==> config.mk <==
export PLATFORM = sky130hd
export DESIGN_NAME = ramp_adc_ctrl
export DESIGN_NICKNAME = d
export VERILOG_FILES = /design/src/rtl/adc_pkg.sv /design/src/rtl/ramp_adc_ctrl_edge_sampler.sv /design/src/rtl/ramp_adc_ctrl.sv
export SDC_FILE = /design/constraint.sdc
export NUM_CORES = 1
export LEC_CHECK = 0
export CAP_MARGIN = 20
export CORE_UTILIZATION = 45
export CTS_CLUSTER_DIAMETER = 100
export CTS_CLUSTER_SIZE = 40
export DETAILED_ROUTE_END_ITERATION = 10
export GPL_ROUTABILITY_DRIVEN = 0
export HOLD_SLACK_MARGIN = 0.15
export PLACE_DENSITY = 0.78
export RECOVER_POWER = 50
export SLEW_MARGIN = 20
export SYNTH_ARGS = -nofsm -noshare
export SYNTH_HDL_FRONTEND = slang
export SYNTH_HIERARCHICAL = 1
export SYNTH_SLANG_ARGS = --single-unit
==> constraint.sdc <==
create_clock -name clk -period 4.4 [get_ports clk]
set_clock_uncertainty 0.15 [all_clocks]
set_input_delay 0.88 -clock clk [delete_from_list [all_inputs] [get_ports clk]]
set_output_delay 0.88 -clock clk [all_outputs]
set_load 0.02 [all_outputs]
==> src/rtl/adc_pkg.sv <==
// Shared types and default sizing for the single-slope ADC conversion path.
package adc_pkg;

    typedef enum logic [1:0] {
        IDLE,
        SETTLE,
        RAMP,
        HOLD
    } state_t;

    localparam int DEF_WIDTH         = 8;
    localparam int DEF_SETTLE_CYCLES = 4;
    // Matches the edge_sampler pipeline depth (two sync flops + registered edge).
    localparam int DEF_LAT_COMP      = 3;

endpackage

==> src/rtl/ramp_adc_ctrl_edge_sampler.sv <==
// Synchronises the asynchronous comparator and emits a one-cycle pulse on its
// rising edge; comparator switch to pulse is three clock cycles.
module edge_sampler (
    input  logic clk,
    input  logic rst,
    input  logic in,
    output logic out
);

    logic sync_p0;
    logic sync_p1;
    logic prev_p2;

    // Stage p0/p1: metastability guard; p2: previous level for edge detection.
    always_ff @(posedge clk or posedge rst) begin
        if (rst) begin
            sync_p0 <= 1'b0;
            sync_p1 <= 1'b0;
            prev_p2 <= 1'b0;
            out     <= 1'b0;
        end else begin
            sync_p0 <= in;
            sync_p1 <= sync_p0;
            prev_p2 <= sync_p1;
            out     <= sync_p1 & ~prev_p2;
        end
    end

endmodule

==> src/rtl/ramp_adc_ctrl.sv <==
// Single-slope ADC sequencer: discharge, sweep the ramp code, capture the
// latency-compensated count on the comparator edge, hand off via valid/ready.
module ramp_adc_ctrl
    import adc_pkg::*;
#(
    parameter int WIDTH         = DEF_WIDTH,
    parameter int SETTLE_CYCLES = DEF_SETTLE_CYCLES,
    parameter int LAT_COMP      = DEF_LAT_COMP
) (
    input  logic             clk,
    input  logic             rst,
    input  logic             start,
    input  logic             comp_in,
    output logic             ramp_rst,
    output logic             ramp_en,
    output logic [WIDTH-1:0] dac_code,
    output logic             busy,
    output logic             valid,
    input  logic             ready,
    output logic [WIDTH-1:0] data,
    output logic             ovf
);

    localparam int               CNT_W       = $clog2(SETTLE_CYCLES + 1);
    localparam logic [CNT_W-1:0] SETTLE_LAST = CNT_W'(SETTLE_CYCLES - 1);
    localparam logic [WIDTH-1:0] FULL        = '1;
    localparam logic [WIDTH-1:0] LAT         = WIDTH'(LAT_COMP);

    state_t           state;
    state_t           state_nxt;
    logic [CNT_W-1:0] settle_cnt;
    logic             comp_pulse;
    logic             sampler_rst;

    // Undo the sampler delay; an early pulse cannot map below code zero.
    function automatic logic [WIDTH-1:0] sat_sub(input logic [WIDTH-1:0] code);
        return (code < LAT) ? '0 : (code - LAT);
    endfunction

    assign sampler_rst = ~rst;

    edge_sampler u_sampler (
        .clk (clk),
        .rst (sampler_rst),
        .in  (comp_in),
        .out (comp_pulse)
    );

    always_ff @(posedge clk or negedge rst) begin
        if (!rst) begin
            state <= IDLE;
        end else begin
            state <= state_nxt;
        end
    end

    always_comb begin
        state_nxt = state;
        ramp_rst  = 1'b0;
        ramp_en   = 1'b0;
        busy      = 1'b1;
        valid     = 1'b0;
        case (state)
            IDLE: begin
                busy = 1'b0;
                if (start) begin
                    state_nxt = SETTLE;
                end
            end
            SETTLE: begin
                ramp_rst = 1'b1;
                if (settle_cnt == SETTLE_LAST) begin
                    state_nxt = RAMP;
                end
            end
            RAMP: begin
                ramp_en = 1'b1;
                if (comp_pulse || (dac_code == FULL)) begin
                    state_nxt = HOLD;
                end
            end
            HOLD: begin
                valid = 1'b1;
                if (ready) begin
                    state_nxt = IDLE;
                end
            end
            default: state_nxt = IDLE;
        endcase
    end

    // A pulse on the full-scale code takes priority over overflow.
    always_ff @(posedge clk or negedge rst) begin
        if (!rst) begin
            dac_code   <= '0;
            settle_cnt <= '0;
            data       <= '0;
            ovf        <= 1'b0;
        end else begin
            case (state)
                IDLE: begin
                    if (start) begin
                        dac_code   <= '0;
                        settle_cnt <= '0;
                    end
                end
                SETTLE: begin
                    settle_cnt <= settle_cnt + 1'b1;
                end
                RAMP: begin
                    if (comp_pulse) begin
                        data <= sat_sub(dac_code);
                        ovf  <= 1'b0;
                    end else if (dac_code == FULL) begin
                        data <= FULL;
                        ovf  <= 1'b1;
                    end else begin
                        dac_code <= dac_code + 1'b1;
                    end
                end
                default: ;
            endcase
        end
    end

endmodule
# == Yosys cells after proc, flatten, opt, wreduce, memory -nomap -nowiden ==
# Cells that the tools add are included.
# totals
reg_bits,26
latch_bits,0
ramBits,0
mem_bits_ro,0
inputBits,5
out_inout_bits,21
elab_cells,55
n_memories,0
# op_classes
n_addsub,3
multipliers,0
div,0
magnitude_cmp,1
eq_ne,11
n_shift,0
muxes,20
bitwise_logic,2
reduce_logical,9
# ops
op,n
8-bit two-way mux,6
8-bit one-hot mux with 2 select lines,1
2-bit != test (second input constant),6
8-bit by 1-bit adder with 8-bit output (second input constant),1
8-bit equality test (second input constant),1
8-bit by 2-bit less-than comparator with 1-bit output (second input constant),1
2-bit two-way mux,4
2-bit one-hot mux with 4 select lines,1
4-bit AND reduction,2
8-bit by 2-bit subtractor with 8-bit output (second input constant),1
1-bit two-way mux,6
3-bit one-hot mux with 2 select lines,1
2-bit nonzero test,3
2-bit equality test (second input constant),2
2-bit AND reduction,2
3-bit by 1-bit adder with 3-bit output (second input constant),1
3-bit by 2-bit equality test with 1-bit output (second input constant),1
3-bit two-way mux,1
2-bit by 1-bit equality test with 1-bit output (second input constant),1
2-bit zero test,1
1-bit bitwise AND,1
1-bit logical OR,1
1-bit NOT,1

# == Longest topological paths before layout ==
# depth
ltp_word,4
mapped_depth,8
depth_no_buf,6

# == By module ==
# Netlist, hierarchy kept.
# modules_own_cells
mod,n_inst,cells_each,area_each_um2,seq_area_each_um2
ramp_adc_ctrl,1,143,1382.6,550.5
edge_sampler,1,6,117.6,100.1

# == Worst setup path before layout ==
# OpenSTA, ideal clock, no wires.
# synth_path
kind,input-to-reg
start,input port start
end,register dac_code[7]
setup_time_ps,126
arrival_ps,1858
t_required_ps,4124
slack_ps,2266
path_stages,6
n_path_buf,2
path_cell_list,nand2b_2 > buf_6 > o21ai_1 > or2_1 > buf_6 > a221o_1
# synth_between
elab_chain_len,2
# synth_rtl
item,line,rtl
start: declaration,ramp_adc_ctrl.sv:12,"input logic start,"
2-bit != test (no line),--,
4-bit AND reduction (no line),--,
end signal: assignment,ramp_adc_ctrl.sv:118,dac_code <= dac_code + 1'b1;
end: declaration,ramp_adc_ctrl.sv:16,"output logic [WIDTH-1:0] dac_code,"
# Every way passes these cells.
# A chain may end at the register's enable or synchronous reset.

# == Worst setup path in the final report ==
# layout_path
start,register state[0]
end,output port ramp_en
# layout_between
elab_chain_len,2
# layout_rtl
item,line,rtl
start: declaration,ramp_adc_ctrl.sv:29,state_t state;
start signal: assignment,ramp_adc_ctrl.sv:53,state <= state_nxt;
2-bit equality test,ramp_adc_ctrl.sv:63,case (state)
1-bit two-way mux,ramp_adc_ctrl.sv:63,
end: declaration,ramp_adc_ctrl.sv:15,"output logic ramp_en,"
# Every way passes these cells.

==> reports/results.tsv <==
stage	metric	value	unit
run_status	status	finished clean	
global_routing	antenna violations before repair	0	
worst_setup_path	CP Cell Sequence	inv_1, ha_1, clkdlybuf4s50_1	
logic_synthesis	synth warn	6	
logic_synthesis	syn nets	162	
cells_and_area	# diodes	0	
sta	hold_ws	0.214	ns
pwr	Peak VDD IR	0.341	mV
job	max-cap viol count	0	
floorplanning	full die area	3570	um2
worst_hold_path	HP Start	u_sampler/sync_p0$_DFF_PP0_	
cells_and_area	Layout area overhead	15.6	%
worst_setup_path	worst r2r path cells	6	
route	DRT antenna net count	0	
route	drt first pass iters	4	
worst_setup_path	CP max FO	14	
logic_synthesis	EDFF count, synth	0	
floorplanning	io pins	26	
clock_network	H-tree Lvls	1	
clock_network	CTS tree	done	
global_routing	global-route wire length before repair	5.21	mm
sta	RSZ-0062 raised after global routing	no	
worst_setup_path	Reg2Reg Capture Point	dac_code[5]$_DFFE_PN0P_	
clock_network	Post-CTS Setup Bufs	0	
sta	setup ws final	1.38	ns
pwr	Static Leak	0.757	nW
sta	Period minus WS final	3.02	ns
global_routing	grt ovf	0	
clock_network	CTS Hold Buffers Added	0	
logic_synthesis	Top FF cell, synth	dfrtp_1	
clock_network	latest clock arrival within the worst-skew pair	0.32	ns
worst_setup_path	endpoint type of the worst setup path	output port	
clock_network	CTS buffer count	3	
logic_synthesis	Adder-Cell Fraction of Synth Area	0.0667	
logic_synthesis	register area share after synthesis	0.434	
logic_synthesis	post-synthesis mux area share	0.0275	
logic_synthesis	area of the mapped netlist	1500	um2
clock_network	Reg clk slew, reported paths	0.12	ns
sta	Setup-failing EPs final	0	
placement	pre-CTS setup slack	1.76	ns
worst_setup_path	reg-to-reg slack, setup	1.42	ns
sta	Slew Viols, Final	0	
worst_setup_path	Crit path required time	3.37	ns
cells_and_area	Layout Cells excl Fill	210	
floorplanning	die width	59.7	um
sta	final worst-path cycle share	0.686	
logic_synthesis	post-synthesis compound-gate area fraction	0.185	
logic_synthesis	largest family of logic cells by synthesized area	simple AND/OR/NAND/NOR gates	
clock_network	Clock Sinks	26	
clock_network	Max clock buf depth	2	
route	via/cell ratio	5.55	
logic_synthesis	top cell type's share of synthesized area	0.434	
worst_hold_path	Tightest Hold Check Type	flip-flop to flip-flop	
logic_synthesis	ys async rst share	1.00	
route	DR WL/cell	14.4	um
logic_synthesis	Synth cell types	47	
floorplanning	core area	3100	um2
worst_setup_path	startpoint types	flip-flop	
floorplanning	Initial Util	0.483	
logic_synthesis	Avg Synthesized Cell Area	10.1	um2
route	1st-iter DRT viols	35	
clock_network	Root Driver	clkbuf_4	
placement	Final HPWL DP	2.24	mm
route	DRC errors left	0	
sta	Worst-Margin Slew	1.45	ns
worst_setup_path	R2R Path Start	state[0]$_DFFE_PN0P_	
pwr	Cell Pwr Density	694	nW/um2
logic_synthesis	Synth Instances	149	
logic_synthesis	area share of xor/xnor cells in the synthesized design	0.0117	
sta	final hold vios	0	
floorplanning	die height	59.7	um
logic_synthesis	Yosys reg bits	26	
sta	fmax	0.331	GHz
logic_synthesis	Synth area leader	dfrtp_1	
route	drt total wl	3.03	mm
worst_hold_path	Hold Path Sink	u_sampler/sync_p1$_DFF_PP0_	
logic_synthesis	count leader, synth	dfrtp_1	
global_routing	GRT Util Overall	0.200	
cells_and_area	Post-layout nets	181	
placement	placed cell count	207	
route	vias	1165	
logic_synthesis	simple-gate share of the synthesized area	0.207	
worst_setup_path	crit path kind	flip-flop to output port	
logic_synthesis	most common library cells after synthesis	26 x dfrtp_1, 11 x o21ai_0, 10 x nor2_1, 9 x nand2_1	
placement	PortBufs	25	
cells_and_area	layout cell share with drive strength beyond 1	0.0602	
global_routing	number of global-route vias before repair	1116	
global_routing	largest net degree at the start of global routing	24	
worst_hold_path	worst hold stages	0	
sta	relative slew slack	0.0212	
worst_setup_path	critical path's largest stage delay	0.70	ns
floorplanning	# rows	20	
sta	setup tns final	0	ns
worst_setup_path	CP arrival	1.99	ns
worst_setup_path	crit path max-delay cell type	clkdlybuf4s50_1	
clock_network	CTS-repair resized insts	0	
logic_synthesis	Synth area leaders	dfrtp_1 43%, ha_1 6.7%, o21ai_0 3.7%	
-- cell usage in the layout, fill, tap and decap left out, types with 2 or more instances in the layout --
cell type        Yosys  routed
a21o_1               2       2
a21oi_1              8       8
and3_1               3       3
clkbuf_4             0       3
clkdlybuf4s50_1      0      22
dfrtp_1             26      26
dlygate4sd3_1        0       2
ha_1                 8       8
inv_1                7       7
mux2i_1              3       3
nand2_1              9       9
nand2b_1             5       6
nand3_1              3       3
nand4_1              3       3
nor2_1              10      10
nor2b_1              2       2
nor3_1               4       4
o21a_1               3       3
o21ai_0             11      12
o21ai_1              2       2
xnor2_1              2       2
-- power by group --
group	total, mW	internal (mW)	switching, mW	leakage [nW]
Sequential	0.423	0.317	0.107	0.327
Combinational	0.681	0.325	0.356	0.416
Clock	0.0984	0.0321	0.0662	0.0138
Total	1.20	0.674	0.529	0.757
-- layout make-up --
type	instances	area (um2)
sequential	26	651
clock buffer	3	22.5
timing repair buffer	25	244
tap	44	55.1
fill	311	1370
inverter	7	26.3
multi-input combinational	105	736
-- state kept, by name, indices dropped and copies added (netlist names) --
register and count:
dac_code 8, u_sampler/out 1, state 2, u_sampler/sync_p0 1
data 8, settle_cnt 3, ovf 1, u_sampler/prev_p2 1
u_sampler/sync_p1 1
-- metrics by stage --
step	power, mW	cell area, um2	utilization
4_1_cts	1.22	1750	0.565
2_1_floorplan	0.911	1500	-
3_5_place_dp	1.12	1730	0.557
3_3_place_gp	1.09	1730	0.557
5_1_grt	1.30	1730	0.559
6_report	1.20	1730	0.559
-- logic make-up (layout without fill, tap and decap cells) --
family,Yosys count,after routing
buffers and inverters,18,35
multiplexers,4,4
adder cells (fa/ha/maj),8,8
AO/OA/AOI/OAI,39,39
XOR/XNOR,2,2
flip-flops,26,26
AND/OR/NAND/NOR,52,52
-- critical path: cells and delay by family, from the launching register on --
family | cells | cell delay [ns]
flip-flops | 1 | 0.42
adder cells (fa/ha/maj) | 1 | 0.44
buffers and inverters | 2 | 0.81
-- per-layer routing --
layer,GRT usage,vias to the layer above,share of wire
met5,0,-,0
met4,0.0797,0,0.019
met3,0.0260,4,0.040
met2,0.346,27,0.52
met1,0.251,580,0.42
li1,-,554,-
-- worst max path at each step --
stage	start	to	cells after the start
global route	state[0]$_DFFE_PN0P_	dac_code[5]$_DFFE_PN0P_	6
global placement	start	dac_code[7]$_DFFE_PN0P_	5
CTS	state[0]$_DFFE_PN0P_	ramp_en	3
detailed placement	start	dac_code[7]$_DFFE_PN0P_	5
floorplan	start	dac_code[7]$_DFFE_PN0P_	6
finish	state[0]$_DFFE_PN0P_	ramp_en	3
No activity file was read; power rests on OpenSTA's default activity.
